`config.mk`:
```
export PLATFORM = sky130hd
export DESIGN_NAME = decomp_arb
export DESIGN_NICKNAME = d
export VERILOG_FILES = /design/src/rtl/decomp_arb.sv
export SDC_FILE = /design/constraint.sdc
export NUM_CORES = 1
export LEC_CHECK = 0
export BUFFER_PORTS_ARGS = -buffer_cell sky130_fd_sc_hd__buf_4
export CAP_MARGIN = 20
export CORE_UTILIZATION = 48
export DETAILED_ROUTE_END_ITERATION = 8
export PLACE_DENSITY = 0.77
export SLEW_MARGIN = 20
export SYNTH_ARGS = -nofsm -noshare
export SYNTH_HDL_FRONTEND = slang
export SYNTH_SLANG_ARGS = --single-unit
```
`constraint.sdc`:
```
create_clock -name clk -period 2.84 [get_ports clk]
set_clock_uncertainty 0.05 [all_clocks]
set_input_delay 0.426 -clock clk [delete_from_list [all_inputs] [get_ports clk]]
set_output_delay 0.426 -clock clk [all_outputs]
set_load 0.005 [all_outputs]
```
`src/rtl/decomp_arb.sv`:
```
`default_nettype none
// ============================================================================
// Module   : decomp_arb
// Brief    : Round-robin arbiter sharing one pipelined decomp unit among
//            NUM_REQ requesters, with a credit-protected in-order result FIFO.
// Revision : 1.0
// ============================================================================
module decomp_arb #(
    parameter int NUM_REQ     = 4,
    parameter int LUT_WIDTH   = 4,
    parameter int TRUNC_WIDTH = 16,
    parameter int DATA_WIDTH  = 18,
    parameter int LAT         = 1,
    parameter int DEPTH       = 4
) (
    input  logic                                              clk,
    input  logic                                              reset,
    input  logic [NUM_REQ-1:0]                                req_valid,
    input  logic [NUM_REQ*(LUT_WIDTH+TRUNC_WIDTH)-1:0]        req_data,
    output logic [NUM_REQ-1:0]                                req_ready,
    output logic [LUT_WIDTH+TRUNC_WIDTH-1:0]                  dec_in,
    input  logic [DATA_WIDTH-1:0]                             dec_lut_out,
    input  logic [TRUNC_WIDTH-1:0]                            dec_trunc_out,
    output logic                                              res_valid,
    input  logic                                              res_ready,
    output logic [((NUM_REQ > 1) ? $clog2(NUM_REQ) : 1)-1:0]  res_id,
    output logic [DATA_WIDTH-1:0]                             res_lut,
    output logic [TRUNC_WIDTH-1:0]                            res_trunc,
    output logic                                              busy
);

    localparam int c_id_w  = (NUM_REQ > 1) ? $clog2(NUM_REQ) : 1;
    localparam int c_in_w  = LUT_WIDTH + TRUNC_WIDTH;
    localparam int c_ptr_w = $clog2(DEPTH);
    localparam int c_cnt_w = $clog2(DEPTH) + 1;

    logic [c_id_w-1:0]      r_ptr;
    logic [LAT-1:0]         r_pv;
    logic [c_id_w-1:0]      r_pid [LAT];
    logic [c_id_w-1:0]      r_mem_id  [DEPTH];
    logic [DATA_WIDTH-1:0]  r_mem_lut [DEPTH];
    logic [TRUNC_WIDTH-1:0] r_mem_tr  [DEPTH];
    logic [c_ptr_w-1:0]     r_wr;
    logic [c_ptr_w-1:0]     r_rd;
    logic [c_cnt_w-1:0]     r_cnt;

    logic              w_found;
    logic [c_id_w-1:0] w_gid;
    int                w_idx;
    int                w_inflight;
    logic              w_pop;
    logic              w_push;
    logic              w_credit;
    logic              w_issue;

    // Round-robin search starting at r_ptr.
    always_comb begin
        w_found = 1'b0;
        w_gid   = '0;
        w_idx   = 0;
        for (int k = 0; k < NUM_REQ; k++) begin
            w_idx = (32'(r_ptr) + k) % NUM_REQ;
            if (!w_found && req_valid[w_idx]) begin
                w_found = 1'b1;
                w_gid   = c_id_w'(w_idx);
            end
        end
    end

    always_comb begin
        w_inflight = 0;
        for (int k = 0; k < LAT; k++) begin
            w_inflight = w_inflight + 32'(r_pv[k]);
        end
    end

    assign w_pop    = (r_cnt != '0) && res_ready;
    assign w_push   = r_pv[LAT-1];
    // A pop this cycle frees a slot, so back-to-back throughput survives a full FIFO.
    assign w_credit = (32'(r_cnt) + w_inflight - (w_pop ? 1 : 0)) < DEPTH;
    assign w_issue  = w_found && w_credit && !reset;

    assign req_ready = w_issue ? (NUM_REQ'(1) << w_gid) : '0;
    assign dec_in    = w_issue ? req_data[32'(w_gid)*c_in_w +: c_in_w] : '0;

    always_ff @(posedge clk or posedge reset) begin
        if (reset) begin
            r_ptr <= '0;
            r_pv  <= '0;
            for (int k = 0; k < LAT; k++) begin
                r_pid[k] <= '0;
            end
        end else begin
            if (w_issue) begin
                r_ptr <= c_id_w'((32'(w_gid) + 1) % NUM_REQ);
            end
            for (int k = LAT - 1; k > 0; k--) begin
                r_pv[k]  <= r_pv[k-1];
                r_pid[k] <= r_pid[k-1];
            end
            r_pv[0]  <= w_issue;
            r_pid[0] <= w_gid;
        end
    end

    always_ff @(posedge clk or posedge reset) begin
        if (reset) begin
            r_wr  <= '0;
            r_rd  <= '0;
            r_cnt <= '0;
        end else begin
            if (w_push) begin
                r_wr <= r_wr + c_ptr_w'(1);
            end
            if (w_pop) begin
                r_rd <= r_rd + c_ptr_w'(1);
            end
            if (w_push && !w_pop) begin
                r_cnt <= r_cnt + c_cnt_w'(1);
            end else if (!w_push && w_pop) begin
                r_cnt <= r_cnt - c_cnt_w'(1);
            end
        end
    end

    // Storage needs no reset; outputs are masked while the FIFO is empty.
    always_ff @(posedge clk) begin
        if (w_push) begin
            r_mem_id[r_wr]  <= r_pid[LAT-1];
            r_mem_lut[r_wr] <= dec_lut_out;
            r_mem_tr[r_wr]  <= dec_trunc_out;
        end
    end

    assign res_valid = (r_cnt != '0);
    assign res_id    = res_valid ? r_mem_id[r_rd]  : '0;
    assign res_lut   = res_valid ? r_mem_lut[r_rd] : '0;
    assign res_trunc = res_valid ? r_mem_tr[r_rd]  : '0;
    assign busy      = (w_inflight != 0) || (r_cnt != '0);

endmodule
`default_nettype wire

```
**Yosys cells after proc, flatten, opt, wreduce, memory -nomap -nowiden**

Memories as Yosys holds them, arrays and structs flattened.
Cells that the tools add are included.

- Bits in registers: 12
- RAM bits: 144
- Bits of input ports: 121
- Word-level logic and storage cells: 70
- Output and inout bits: 62
- Memories: 3
- Memory bits (read-only): 0
- Bits in latches: 0

Memories:

| name | words | width | read ports | clocked after Yosys merged registers in | wr ports | line | RTL |
|---|---|---|---|---|---|---|---|
| r_mem_lut | 4 | 18 | 1 | 0 | 1 | 41 | `logic [DATA_WIDTH-1:0] r_mem_lut [DEPTH];` |
| r_mem_tr | 4 | 16 | 1 | 0 | 1 | 42 | `logic [TRUNC_WIDTH-1:0] r_mem_tr [DEPTH];` |
| r_mem_id | 4 | 2 | 1 | 0 | 1 | 40 | `logic [c_id_w-1:0] r_mem_id [DEPTH];` |

- Bitwise logic cells: 0
- Add/subtract/negate cells: 10
- Equal/unequal tests: 0
- Multiply operators: 1
- Order comparisons: 5
- Reduce and logical (&&, ||, !) cells: 17
- Muxes and demuxes: 26
- Shift-type cells: 2
- Divide/modulo/power cells: 0

Operator list:

| cell | number |
|---|---|
| $shiftx 80x8->20 | 1 |
| $lt 32x3->1 const B | 1 |
| $mux 20 | 1 |
| $mux 18 | 1 |
| $mux 16 | 1 |
| $lt 2x3->1 const B | 4 |
| $mux 1 | 11 |
| $mux 2 | 5 |
| $add 2x1->2 const B | 4 |
| $bmux 1 s2 | 4 |
| $logic_and 1x1->1 | 8 |
| $logic_not 1->1 | 6 |
| $mux 3 | 2 |
| $mul 2x3->5 const B | 1 |
| $sub 4x1->5 | 1 |
| $add 2x2->2 const B | 2 |
| $add 3x1->4 | 1 |
| $mux 4 | 1 |
| $shl 1x2->4 const A | 1 |
| $add 3x1->3 const B | 1 |
| $reduce_bool 3->1 | 1 |
| $sub 3x1->3 const B | 1 |
| $reduce_bool 2->1 | 1 |
| $logic_or 1x1->1 | 1 |

**Depth between registers and ports, before layout**

- Depth in word-level cells: 15
- Gate-level depth with buffers: 13
- Depth with buffers taken out: 12

**Worst setup path before layout**

OpenSTA, ideal clock, no wires.

- Path kind: register -> output
- Start: reg r_cnt[1]
- End: out dec_in[10]
- Path buffers: 1
- Data required time: 2364 ps
- Arrival: 2423 ps
- Stages on the path, launching flop included: 14
- Setup slack: -59 ps
- Cells stage by stage: dfrtp_1 inv_1 nand3_1 nand2_1 inv_1 ha_1 inv_1 ha_1 nand2_2 o221a_4 a2111oi_4 nand2_4 buf_6 o22ai_1

- Cells in the longest elaborated chain, start to end: 8
- Elaborated cells on any way between the ends: 9
- Classes of those cells: add/sub: 2; order compare: 1; mux: 2; reduce/logical: 4

RTL lines:

| what | line | RTL |
|---|---|---|
| start: declaration | 45 | `logic [c_cnt_w-1:0] r_cnt;` |
| start signal: assignment | 119 | `r_cnt <= r_cnt + c_cnt_w'(1);` |
| start signal: assignment | 121 | `r_cnt <= r_cnt - c_cnt_w'(1);` |
| $reduce_bool 3->1 | 77 | `assign w_pop = (r_cnt != '0) && res_ready;` |
| $logic_and 1x1->1 | 77 |  |
| via w_pop | 51 | `logic w_pop;` |
| $mux 1 | 80 | `assign w_credit = (32'(r_cnt) + w_inflight - (w_pop ? 1 : 0)) < DEPTH;` |
| $sub 4x1->5 | 80 |  |
| $lt 32x3->1 | 80 |  |
| $logic_and 1x1->1 (2 in series) | 81 | `assign w_issue = w_found && w_credit && !reset;` |
| via w_issue | 54 | `logic w_issue;` |
| $mux 20 | 84 | `assign dec_in = w_issue ? req_data[32'(w_gid)*c_in_w +: c_in_w] : '0;` |
| end: declaration | 21 | `output logic [LUT_WIDTH+TRUNC_WIDTH-1:0] dec_in,` |

The timed path passes the listed nets, and every way through them passes these cells.

**Worst setup path after layout**

- Start: reg r_cnt[0]
- End: out dec_in[15]

The elaborated chain is that of the path after synthesis.

==> impl_table.tex <==
\begin{tabular}{lr}
\hline
Metric & Value \\
\hline
\multicolumn{2}{l}{\textbf{Outcome}} \\
Status & finished, violations left \\
Failing checks & negative setup slack \\
\multicolumn{2}{l}{\textbf{Synth}} \\
Share of flip-flops with an asynchronous set or reset & between 7 and 8\% \\
Commonest register cell after synthesis & sky130\_fd\_sc\_hd\_\_edfxtp\_1 \\
Post-synthesis instance area & between 0.006 and 0.007 mm\^{}2 \\
Synth Area in Compound Gates & $\sim$3.4\% \\
Leading area contributor after synthesis & sky130\_fd\_sc\_hd\_\_edfxtp\_1 \\
Post-synth net total & about 520 \\
Post-synthesis adder-cell area fraction & roughly 2.6\% \\
Main combinational cell family by area after synthesis & multiplexers \\
Number of distinct library cells after synthesis & 36 \\
Xor and xnor area share after synthesis & less than 1\% \\
Flip-flop and latch count after synthesis & $\sim$160 \\
Number of warnings issued by yosys & 0 \\
Area share of the largest cell type after synthesis & around 62\% \\
Mapped Avg Cell Area & 18.11 um\^{}2 \\
Basic-gate share of the synthesized area counting and, or, nand and nor cells & between 5 and 6\% \\
Largest cells by area after synthesis & sky130\_fd\_sc\_hd\_\_edfxtp\_1 (62\%), sky130\_fd\_sc\_hd\_\_mux4\_2 (12\%), sky130\_fd\_sc\_hd\_\_mux2i\_1 (5.9\%) \\
Number of synthesized flops with an enable pin & about 140 \\
Sequential-to-total area share from yosys stat & 66.68\% \\
Proportion of synthesized area in mux cells & roughly 18\% \\
Post-Synthesis Cells & approximately 380 \\
\multicolumn{2}{l}{\textbf{Placed design}} \\
Final HPWL from detailed placement & roughly 9700 um \\
Worst slack after detailed placement & -182.6 ps \\
Placer Congestion & between 0.7 and 0.8 \\
Placed standard-cell area & 0.008547 mm\^{}2 \\
Number of buffers inserted by port buffering & 182 \\
\multicolumn{2}{l}{\textbf{Global route}} \\
Overflow left after global routing & 0 \\
Largest net degree at the start of global routing & 39 \\
Number of antenna violations at the first check in global routing & 0 \\
Number of global-route vias before repair & roughly 4500 \\
Overall Global Routing Usage & a little over a fifth \\
Wire length of the first global-routing pass & around 24000 um \\
\multicolumn{2}{l}{\textbf{Drt}} \\
Aggregate routed wire length & approximately 15000 um \\
Detailed-route vias per instance & roughly 5.4 \\
\# DRC & 0 \\
Initial DRC Count & around 220 \\
Total vias in the final route & about 4200 \\
First-pass iteration count of the detailed router & 4 \\
Avg WL per Cell & around 19 um \\
Remaining number of nets flagged by the antenna check after routing & 0 \\
\multicolumn{2}{l}{\textbf{Setup path}} \\
Origin of the worst setup path & r\_cnt[0] \\
Required time worst endpoint & approximately 2400 ps \\
Crit-path max FO & 7 \\
Terminus of the critical flop-to-flop path & r\_ptr[1] \\
Critical path class & flop to primary output \\
Setup slack, reg-to-reg & 160 ps \\
Critical path launch point type & flop \\
Worst reg2reg path startpoint & r\_cnt[0] \\
Cell count of the worst reg-to-reg path & 15 \\
End point of the critical path & dec\_in[15] \\
CP arrival & between 2000 and 3000 ps \\
Element type at the critical path end & primary output \\
\multicolumn{2}{l}{\textbf{Floorplanning}} \\
Die Footprint & around 0.015 mm\^{}2 \\
Die Span Y & 122.2 um \\
Ports placed on the boundary & 183 \\
Count of standard-cell rows & 43 \\
Chip Width & about 120 um \\
Starting density of the core & 49.58\% \\
Area inside the core boundary & approximately 0.014 mm\^{}2 \\
\multicolumn{2}{l}{\textbf{CTS}} \\
CTS tree & built \\
Number of buffers between clock root and the deepest sink & 2 \\
Clock Tree Root & sky130\_fd\_sc\_hd\_\_clkbuf\_16 \\
Deepest level of the CTS H-tree & 4 \\
Clock slew seen by the registers of the worst setup and hold paths & 60 ps \\
Number of buffers created by CTS & 17 \\
Number of sinks on the clock net & roughly 160 \\
Worst skew pair latency & between 400 and 500 ps \\
\multicolumn{2}{l}{\textbf{Timing}} \\
Unrepaired setup endpoints after global routing & yes \\
Final setup viols & 24 \\
Max\_slew headroom & 62.35\% \\
Achievable frequency & around 0.32 GHz \\
Tightest Pin Transition & approximately 560 ps \\
Final worst path period share & 111.8\% \\
Hold violation total from the final report & 0 \\
Number of pins exceeding their max-slew limit in the final report & 0 \\
Worst-case setup margin in the final layout & -333.8 ps \\
Min Clock Period, post-route & about 3200 ps \\
Setup Total Neg Slack & -6871 ps \\
\multicolumn{2}{l}{\textbf{Finish}} \\
Share of final-layout standard cells stronger than drive strength 1 & 55.43\% \\
Number of nets in the layout & 730 \\
Total non-filler cell area in the finished layout & approximately 0.0095 mm\^{}2 \\
Diodes inserted & 0 \\
Top library cells by usage in the layout, fill and taps aside & sky130\_fd\_sc\_hd\_\_buf\_4 (201), sky130\_fd\_sc\_hd\_\_edfxtp\_1 (144), sky130\_fd\_sc\_hd\_\_mux2i\_1 (41) \\
Layout area overhead & 37.47\% \\
Final cell utilization of the core & 68.16\% \\
Most frequent standard cell in the layout excluding fill and tap cells & sky130\_fd\_sc\_hd\_\_buf\_4 \\
\multicolumn{2}{l}{\textbf{Power and ir drop}} \\
Cell Pwr Density & roughly 950 mW/mm\^{}2 \\
LEAKAGE & around 3.7 nW \\
Worst vdd rail ir drop & approximately 0.63 mV \\
Overall power consumption & between 9 and 10 mW \\
\multicolumn{2}{l}{\textbf{Run}} \\
Number of maximum-capacitance violations & 0 \\
\multicolumn{2}{l}{\textbf{Hold path}} \\
Worst Hold Class & input pin to flop \\
\hline
\end{tabular}
cells by family (layout without fill, tap and decap cells):
family                     Yosys count  after routing
xor gates and xnor gates             7              7
adders and majority gates           14             14
muxes                               79             79
DFF                                156            156
buffers and inverters               37            258
AOI/OAI and AO/OA                   31             31
and+or+nand+nor                     59             63
worst max-delay path, cell delays in order (launching register included):
cell                        delay, ps
sky130_fd_sc_hd__dfrtp_1          370
sky130_fd_sc_hd__inv_2             50
sky130_fd_sc_hd__nand3_2           80
sky130_fd_sc_hd__nand2_2           60
sky130_fd_sc_hd__inv_2             80
sky130_fd_sc_hd__ha_4             120
sky130_fd_sc_hd__inv_2             40
sky130_fd_sc_hd__ha_4             260
sky130_fd_sc_hd__nand2_4           50
sky130_fd_sc_hd__o221a_4          240
sky130_fd_sc_hd__a2111oi_4        280
sky130_fd_sc_hd__buf_12           240
sky130_fd_sc_hd__nand2_8           90
sky130_fd_sc_hd__o22ai_2          160
sky130_fd_sc_hd__buf_4            130
per-layer routing:
layer,GRT usage (%),part of all wire (%),vias to the layer above
met3,4.916,5.9,16
met2,38.03,54,165
li1,-,-,1921
met4,8.994,1.6,0
met1,25.78,39,2117
met5,0,0,-
flip-flops by register name (all words and copies together) (netlist names):
name	flops
r_cnt	3
r_mem_tr	64
r_wr	2
r_mem_id	8
r_pv	1
r_mem_lut	72
r_ptr	2
r_pid	2
r_rd	2
cell usage after synthesis, types with 2 or more instances:
library cell               count
sky130_fd_sc_hd__edfxtp_1    144
sky130_fd_sc_hd__mux2i_1      41
sky130_fd_sc_hd__and2_1       40
sky130_fd_sc_hd__mux4_2       36
sky130_fd_sc_hd__o22ai_1      18
sky130_fd_sc_hd__inv_1        14
sky130_fd_sc_hd__ha_1         13
sky130_fd_sc_hd__dfrtp_1      12
sky130_fd_sc_hd__clkbuf_1      9
sky130_fd_sc_hd__buf_2         5
sky130_fd_sc_hd__xnor2_1       5
sky130_fd_sc_hd__a21oi_1       4
sky130_fd_sc_hd__and2_2        4
sky130_fd_sc_hd__buf_6         3
sky130_fd_sc_hd__clkbuf_8      3
sky130_fd_sc_hd__nand2_1       3
sky130_fd_sc_hd__nor2_1        3
sky130_fd_sc_hd__o21ai_0       3
sky130_fd_sc_hd__buf_8         2
sky130_fd_sc_hd__mux2_2        2
sky130_fd_sc_hd__nand2_2       2
sky130_fd_sc_hd__o22ai_2       2
sky130_fd_sc_hd__xor2_1        2
per-stage QoR:
| stage | std cells | hold WS, ps |
|---|---|---|
| after floorplan | 383 | 240.7 |
| after global placement | 743 | 421.9 |
| after detailed placement | 743 | 432.5 |
| after CTS | 788 | 143.8 |
| after global routing | 788 | 142.2 |
| final | 788 | 159.7 |
power breakdown:
group	total [mW]	switching, mW	internal [mW]
clock network	2.16	0.873	1.28
registers	2.95	0.164	2.78
logic	3.95	1.76	2.19
total	9.05	2.79	6.26
area by class of cell:
type	instances	area, um^2
inverter	15	60.06
tap	180	225.2
clock inverter	11	107.6
sequential	156	4627
timing repair buffer	211	1655
multi-input combinational	194	2389
fill	921	4454
clock buffer	21	470.5
worst min path at each step:
stage / start / endpoint / slack (ps) / depth (start not counted)
2_1_floorplan: reset / r_cnt[0] / 240 / 1
6_report: dec_trunc_out[7] / r_mem_tr[1][7] / 160 / 1
5_1_grt: dec_lut_out[11] / r_mem_lut[2][11] / 140 / 1
3_3_place_gp: r_pid[1] / r_mem_id[2][1] / 420 / 0
4_1_cts: dec_trunc_out[12] / r_mem_tr[1][12] / 140 / 1
3_5_place_dp: r_pid[1] / r_mem_id[0][1] / 430 / 0
timing repair:
item                                    4_1_cts  5_1_grt
gates resized for setup                      54        0
pin swaps                                    32        0
hold buffers                                  1        0
buffers inserted                              7        2
cloned                                        5        0
hold endpoints to repair                      2        0
endpoints found under the setup margin       24       24
Power figures use the tool's default switching activity.
